$ cat src/rtl/fetch_pkg.sv
`default_nettype none
// ---------------------------------------------------------------------------
// fetch_pkg : shared FSM state and instruction-queue entry types for fetch.
// Rev 1.0
// ---------------------------------------------------------------------------
package fetch_pkg;

  localparam int FETCH_ADDR_W = 16;
  localparam int FETCH_INS_W  = 16;

  typedef enum logic [1:0] {
    ST_REQ    = 2'd0,
    ST_WAIT   = 2'd1,
    ST_DROP   = 2'd2,
    ST_HALTED = 2'd3
  } fetch_state_t;

  typedef struct packed {
    logic [FETCH_INS_W-1:0]  ins;
    logic [FETCH_ADDR_W-1:0] pc_next;
  } fetch_q_entry_t;

endpackage
`default_nettype wire

$ cat src/rtl/fetch_queue.sv
`default_nettype none
// ---------------------------------------------------------------------------
// fetch_queue : synchronous circular FIFO with flush, push, pop and count.
// Rev 1.0
// ---------------------------------------------------------------------------
module fetch_queue
  import fetch_pkg::*;
#(
  parameter int  DEPTH   = 2,
  parameter type entry_t = fetch_q_entry_t
) (
  input  logic                   clk,
  input  logic                   rst,
  input  logic                   flush,
  input  logic                   push,
  input  logic                   pop,
  input  entry_t                 push_data,
  output entry_t                 head,
  output logic [$clog2(DEPTH):0] count
);

  localparam int PTR_W = $clog2(DEPTH);

  entry_t           mem [DEPTH];
  logic [PTR_W-1:0] rd_ptr;
  logic [PTR_W-1:0] wr_ptr;

  // Caller guarantees no push when full and no pop when empty.
  always_ff @(posedge clk) begin
    if (rst || flush) begin
      rd_ptr <= '0;
      wr_ptr <= '0;
      count  <= '0;
    end else begin
      if (push) wr_ptr <= wr_ptr + 1'b1;
      if (pop)  rd_ptr <= rd_ptr + 1'b1;
      case ({push, pop})
        2'b10:   count <= count + 1'b1;
        2'b01:   count <= count - 1'b1;
        default: count <= count;
      endcase
    end
  end

  always_ff @(posedge clk) begin
    if (push && !flush) mem[wr_ptr] <= push_data;
  end

  assign head = mem[rd_ptr];

endmodule
`default_nettype wire

$ cat src/rtl/fetch_pipe.sv
`default_nettype none
// ---------------------------------------------------------------------------
// fetch_pipe : PC, single-outstanding imem request FSM and instruction queue.
// Optional build macro: FETCH_PERF_EN (perf_fetch / perf_wait counters). Rev 1.0
// ---------------------------------------------------------------------------
module fetch_pipe
  import fetch_pkg::*;
#(
  parameter int                ADDR_W   = 16,
  parameter int                INS_W    = 16,
  parameter logic [ADDR_W-1:0] RESET_PC = '0,
  parameter logic [ADDR_W-1:0] PC_INC   = ADDR_W'(2),
  parameter int                IQ_DEPTH = 2
) (
  input  logic              clk,
  input  logic              rst,
  input  logic              halt,
  input  logic              redirect_valid,
  input  logic [ADDR_W-1:0] redirect_pc,
  output logic              imem_rd,
  output logic [ADDR_W-1:0] imem_addr,
  input  logic              imem_stall,
  input  logic              imem_done,
  input  logic [INS_W-1:0]  imem_data,
  output logic              ins_valid,
  input  logic              ins_ready,
  output logic [INS_W-1:0]  ins,
  output logic [ADDR_W-1:0] pc_next,
  output logic              dump
`ifdef FETCH_PERF_EN
  ,
  output logic [31:0]       perf_fetch,
  output logic [31:0]       perf_wait
`endif
);

  localparam int CNT_W = $clog2(IQ_DEPTH) + 1;

  typedef struct packed {
    logic [INS_W-1:0]  ins;
    logic [ADDR_W-1:0] pc_next;
  } q_entry_t;

  fetch_state_t      state, state_nxt;
  logic [ADDR_W-1:0] pc, pc_nxt;
  logic              pending;
  logic              dumped;
  logic              accept;
  logic              push;
  logic              pop;
  logic              flush;
  logic [CNT_W-1:0]  count;
  q_entry_t          head;
  q_entry_t          push_entry;

  // A request is only issued when a queue slot is free, so every push fits.
  assign imem_rd    = !rst && (state == ST_REQ) && (count < CNT_W'(IQ_DEPTH));
  assign imem_addr  = pc;
  assign accept     = imem_rd && !imem_stall;
  assign ins_valid  = (count != '0);
  assign pop        = ins_valid && ins_ready && !flush;
  assign ins        = head.ins;
  assign pc_next    = head.pc_next;
  assign dump       = (state == ST_HALTED) && !pending && !dumped;
  assign push_entry = '{ins: imem_data, pc_next: pc};

  always_ff @(posedge clk) begin
    if (rst) begin
      state   <= ST_REQ;
      pc      <= RESET_PC;
      pending <= 1'b0;
      dumped  <= 1'b0;
    end else begin
      state   <= state_nxt;
      pc      <= pc_nxt;
      pending <= accept ? 1'b1 : (imem_done ? 1'b0 : pending);
      if (dump) dumped <= 1'b1;
    end
  end

  always_comb begin
    state_nxt = state;
    pc_nxt    = pc;
    push      = 1'b0;
    flush     = 1'b0;
    case (state)
      ST_REQ: begin
        if (halt) begin
          state_nxt = ST_HALTED;
        end else if (redirect_valid) begin
          flush  = 1'b1;
          pc_nxt = redirect_pc;
          if (accept) state_nxt = ST_DROP;
        end else if (accept) begin
          pc_nxt    = pc + PC_INC;
          state_nxt = ST_WAIT;
        end
      end
      ST_WAIT: begin
        if (halt) begin
          state_nxt = ST_HALTED;
        end else if (redirect_valid) begin
          // A response arriving with the redirect is simply discarded here.
          flush     = 1'b1;
          pc_nxt    = redirect_pc;
          state_nxt = imem_done ? ST_REQ : ST_DROP;
        end else if (imem_done) begin
          push      = 1'b1;
          state_nxt = ST_REQ;
        end
      end
      ST_DROP: begin
        if (halt) begin
          state_nxt = ST_HALTED;
        end else begin
          if (redirect_valid) pc_nxt = redirect_pc;
          if (imem_done)      state_nxt = ST_REQ;
        end
      end
      ST_HALTED: state_nxt = ST_HALTED;
      default:   state_nxt = ST_REQ;
    endcase
  end

  fetch_queue #(
    .DEPTH   (IQ_DEPTH),
    .entry_t (q_entry_t)
  ) u_queue (
    .clk       (clk),
    .rst       (rst),
    .flush     (flush),
    .push      (push),
    .pop       (pop),
    .push_data (push_entry),
    .head      (head),
    .count     (count)
  );

`ifdef FETCH_PERF_EN
  always_ff @(posedge clk) begin
    if (rst) begin
      perf_fetch <= '0;
      perf_wait  <= '0;
    end else begin
      if (push && (perf_fetch != '1)) perf_fetch <= perf_fetch + 1'b1;
      if (((state == ST_WAIT) || (state == ST_DROP) || (imem_stall && imem_rd))
          && (perf_wait != '1))
        perf_wait <= perf_wait + 1'b1;
    end
  end
`endif

endmodule
`default_nettype wire

$ cat config.mk
export PLATFORM = sky130hd
export DESIGN_NAME = fetch_pipe
export DESIGN_NICKNAME = d
export VERILOG_FILES = /design/src/rtl/fetch_pkg.sv /design/src/rtl/fetch_queue.sv /design/src/rtl/fetch_pipe.sv
export SDC_FILE = /design/constraint.sdc
export NUM_CORES = 1
export LEC_CHECK = 0
export BUFFER_PORTS_ARGS = -buffer_cell sky130_fd_sc_hd__buf_2
export CAP_MARGIN = 20
export CELL_PAD_IN_SITES_DETAIL_PLACEMENT = 0
export CELL_PAD_IN_SITES_GLOBAL_PLACEMENT = 1
export CORE_ASPECT_RATIO = 0.8
export CORE_MARGIN = 10
export CORE_UTILIZATION = 30
export DETAILED_ROUTE_END_ITERATION = 16
export GPL_TIMING_DRIVEN = 1
export MAX_ROUTING_LAYER = met4
export PLACE_DENSITY_LB_ADDON = 0.1
export SYNTH_ARGS = -nofsm -noshare
export SYNTH_HDL_FRONTEND = slang
export SYNTH_HIERARCHICAL = 1
export SYNTH_SLANG_ARGS = --single-unit
$ cat constraint.sdc
create_clock -name clk -period 10.4 [get_ports clk]
set_input_delay 1.04 -clock clk [delete_from_list [all_inputs] [get_ports clk]]
set_output_delay 1.04 -clock clk [all_outputs]
set_load 0.1 [all_outputs]
==> flow_metrics.env <==
export IMPL_syn_area_per_cell_um2=12.9
export IMPL_min_path_cells=2
export IMPL_whs_endpoint="dumped"
export IMPL_cts_sink_count=89
export IMPL_gp_congestion=0.777
export IMPL_cts_buffers=9
export IMPL_fin_nets=440
export IMPL_rr_worst_depth=5
export IMPL_critPathKind="in -> out"
export IMPL_htreeDepth=3
export IMPL_status="completed"
export IMPL_rsz0062_at_grt="no"
export IMPL_fin_cells=573
export IMPL_fin_ws_ns=7.33
export IMPL_die_area_um2=18300
export IMPL_ios=90
export IMPL_post_cts_setup_buffers=0
export IMPL_core_um2=12900
export IMPL_fp_dieW_um=149
export IMPL_first_pass_iters=4
export IMPL_worst_slew_pin_slew_ns=0.880
export IMPL_slew_viol_final=0
export IMPL_antenna_cells=0
export IMPL_utilization_pct=37.7
export IMPL_hp_start="dumped"
export IMPL_worstSetupStartpointType="primary input"
export IMPL_clk_pin_slew_ns=0.06
export IMPL_power_mw=1.31
export IMPL_dp_cells=557
export IMPL_powerDensity_nw_per_um2=269
export IMPL_fillers=1280
export IMPL_syn_to_final_growth_pct=22.4
export IMPL_ys_types=55
export IMPL_whs_ns=0.476
export IMPL_ir_drop_v=0.0000975
export IMPL_dpl_hpwl_um=7400
export IMPL_ys_warnings_count=6
export IMPL_worstPathArrival_ns=2.03
export IMPL_mappedNetlistArea_um2=3980
export IMPL_postCtsHoldBufs=0
export IMPL_post_cts_resized=0
export IMPL_antenna_found_initial=0
export IMPL_crit_top_cell="buf_2"
export IMPL_hold_viol=0
export IMPL_fin_area_um2=4870
export IMPL_netlist_instances=309
export IMPL_relSlewSlack_pct=41.4
export IMPL_vias=2871
export IMPL_grt_pass1_wl_um=17100
export IMPL_clock_root_buffer="clkbuf_16"
export IMPL_drive_gt1_share_pct=36.7
export IMPL_cp_slowest_cell="buf_2"
export IMPL_finalCritPeriodShare_pct=29.5
export IMPL_route_detailed_drc=0
export IMPL_wl_per_cell_um=19.0
export IMPL_r2r_end="u_queue/mem[0][25]"
export IMPL_cts_tree="done"
export IMPL_async_reset_ff_share_pct=0
export IMPL_skew_ns=0.00743
export IMPL_ys_ff_latch=89
export IMPL_drv_cap=0
export IMPL_syn_nets=356
export IMPL_p_leak_nw=1.79
export IMPL_wirelength_um=10900
export IMPL_place_area_um2=4590
export IMPL_drt_initial_drc_count=172
export IMPL_clk_latency_ns=0.34
export IMPL_grt_pass1_vias=2944
export IMPL_floorplan_initialDensity_pct=30.8
export IMPL_ant_nets=0
export IMPL_worstPathMaxFanout=24
export IMPL_grt_max_degree=36
export IMPL_seq_area_frac_synth_pct=60.9
export IMPL_globalRoute_totalOverflow=0
export IMPL_r2r_start="state[0]"
export IMPL_synthFlopType="edfxtp_1"
export IMPL_endpoint_kind="output pin"
export IMPL_clockBufferDepth=2
export IMPL_grt_usage_pct=12.3
export IMPL_rows=37
export IMPL_layout_commonest_cell="buf_2"
export IMPL_final_cell_mix="buf_2, edfxtp_1, mux2_2, dfxtp_1, nor2_1"
export IMPL_timing_fmax_mhz=326
export IMPL_required_ns=9.36
export IMPL_cp_cell_sequence="buf_2 > nor3b_1 > buf_2"
export IMPL_die_h_um=123
export IMPL_hp_class="reg -> reg"
export IMPL_rrSetupSlack_ns=7.77
export IMPL_slowest_delay_ns=0.46
export IMPL_synth_edf_count=64
export IMPL_dpl_worst_slack_ns=7.15
export IMPL_fin_tns_setup_ns=0
export IMPL_period_needed_ns=3.07
export IMPL_finalSetupViolations=0
export IMPL_io_buffers=89
export IMPL_viasPerCell=5.01
-- kinds of logic (layout without fill, tap and decap cells) --
kind of cell / count (synthesis) / in the layout / synth area share [%]
flops: 89 / 89 / 60.9
simple gates: 77 / 77 / 10.8
compound gates: 70 / 70 / 12.4
mux: 34 / 34 / 9.56
buf+inv: 27 / 116 / 2.89
fa+ha+maj: 8 / 8 / 2.52
xor+xnor: 4 / 4 / 0.881
-- worst max-delay path by stage --
stage / startpoint / to
2_1_floorplan: rst / imem_rd
3_3_place_gp: redirect_valid / u_queue/mem[0][30]
3_5_place_dp: redirect_valid / u_queue/mem[0][29]
4_1_cts: flip-flop / pc_next[10]
5_1_grt: flip-flop / pc_next[10]
6_report: rst / imem_rd
-- where the power goes --
group	internal, mW	switching, mW
Combinational	0.117	0.397
Sequential	0.428	0.0616
Clock	0.165	0.142
Total	0.709	0.601
-- final cells by class --
class	instances	area [um2]	share of cell area, %
Sequential cell	89	2420	49.8
Multi-Input combinational cell	193	1450	29.8
Clock inverter	7	53.8	1.10
Inverter	8	30.0	0.617
Clock buffer	9	225	4.62
Tap cell	175	219	4.50
Timing Repair Buffer	92	468	9.61
-- layer usage --
layer / GRT usage [%] / vias to the layer above / part of all wire (%)
met5: - / - / 0
met2: 18.8 / 70 / 46
met3: 3.54 / 8 / 5.0
met4: 3.86 / 0 / 1.3
li1: - / 1377 / -
met1: 15.6 / 1416 / 48
-- flip-flops by register name (all words and copies together), names as in the netlist, named ones only --
| register | flops |
|---|---|
| pending | 1 |
| dumped | 1 |
| state | 2 |
| u_queue/count | 2 |
| u_queue/rd_ptr | 1 |
| imem_addr | 16 |
| u_queue/mem | 64 |
| u_queue/wr_ptr | 1 |
-- Yosys cell counts (4+ instances only) --
cell type | instances | share of area [%]
o21ai_0 | 12 | 1.5
o311ai_0 | 5 | 1.1
edfxtp_1 | 64 | 48
o31ai_1 | 6 | 1.1
a21oi_1 | 13 | 1.6
nand3_1 | 9 | 1.1
nor3_1 | 9 | 1.1
ha_1 | 8 | 2.5
dfxtp_1 | 25 | 13
nor3b_1 | 5 | 0.94
nand2_1 | 7 | 0.66
inv_1 | 7 | 0.66
nor2_1 | 18 | 1.7
buf_2 | 7 | 0.88
o41ai_1 | 5 | 1.1
a31oi_1 | 6 | 0.94
clkbuf_1 | 8 | 0.75
and3_1 | 4 | 0.63
mux2_2 | 30 | 8.5
-- critical path, delay by kind of cell --
family        cells  cell delay [ns]
buf+inv           2             0.72
simple gates      1             0.26
Power figures use the tool's default switching activity.
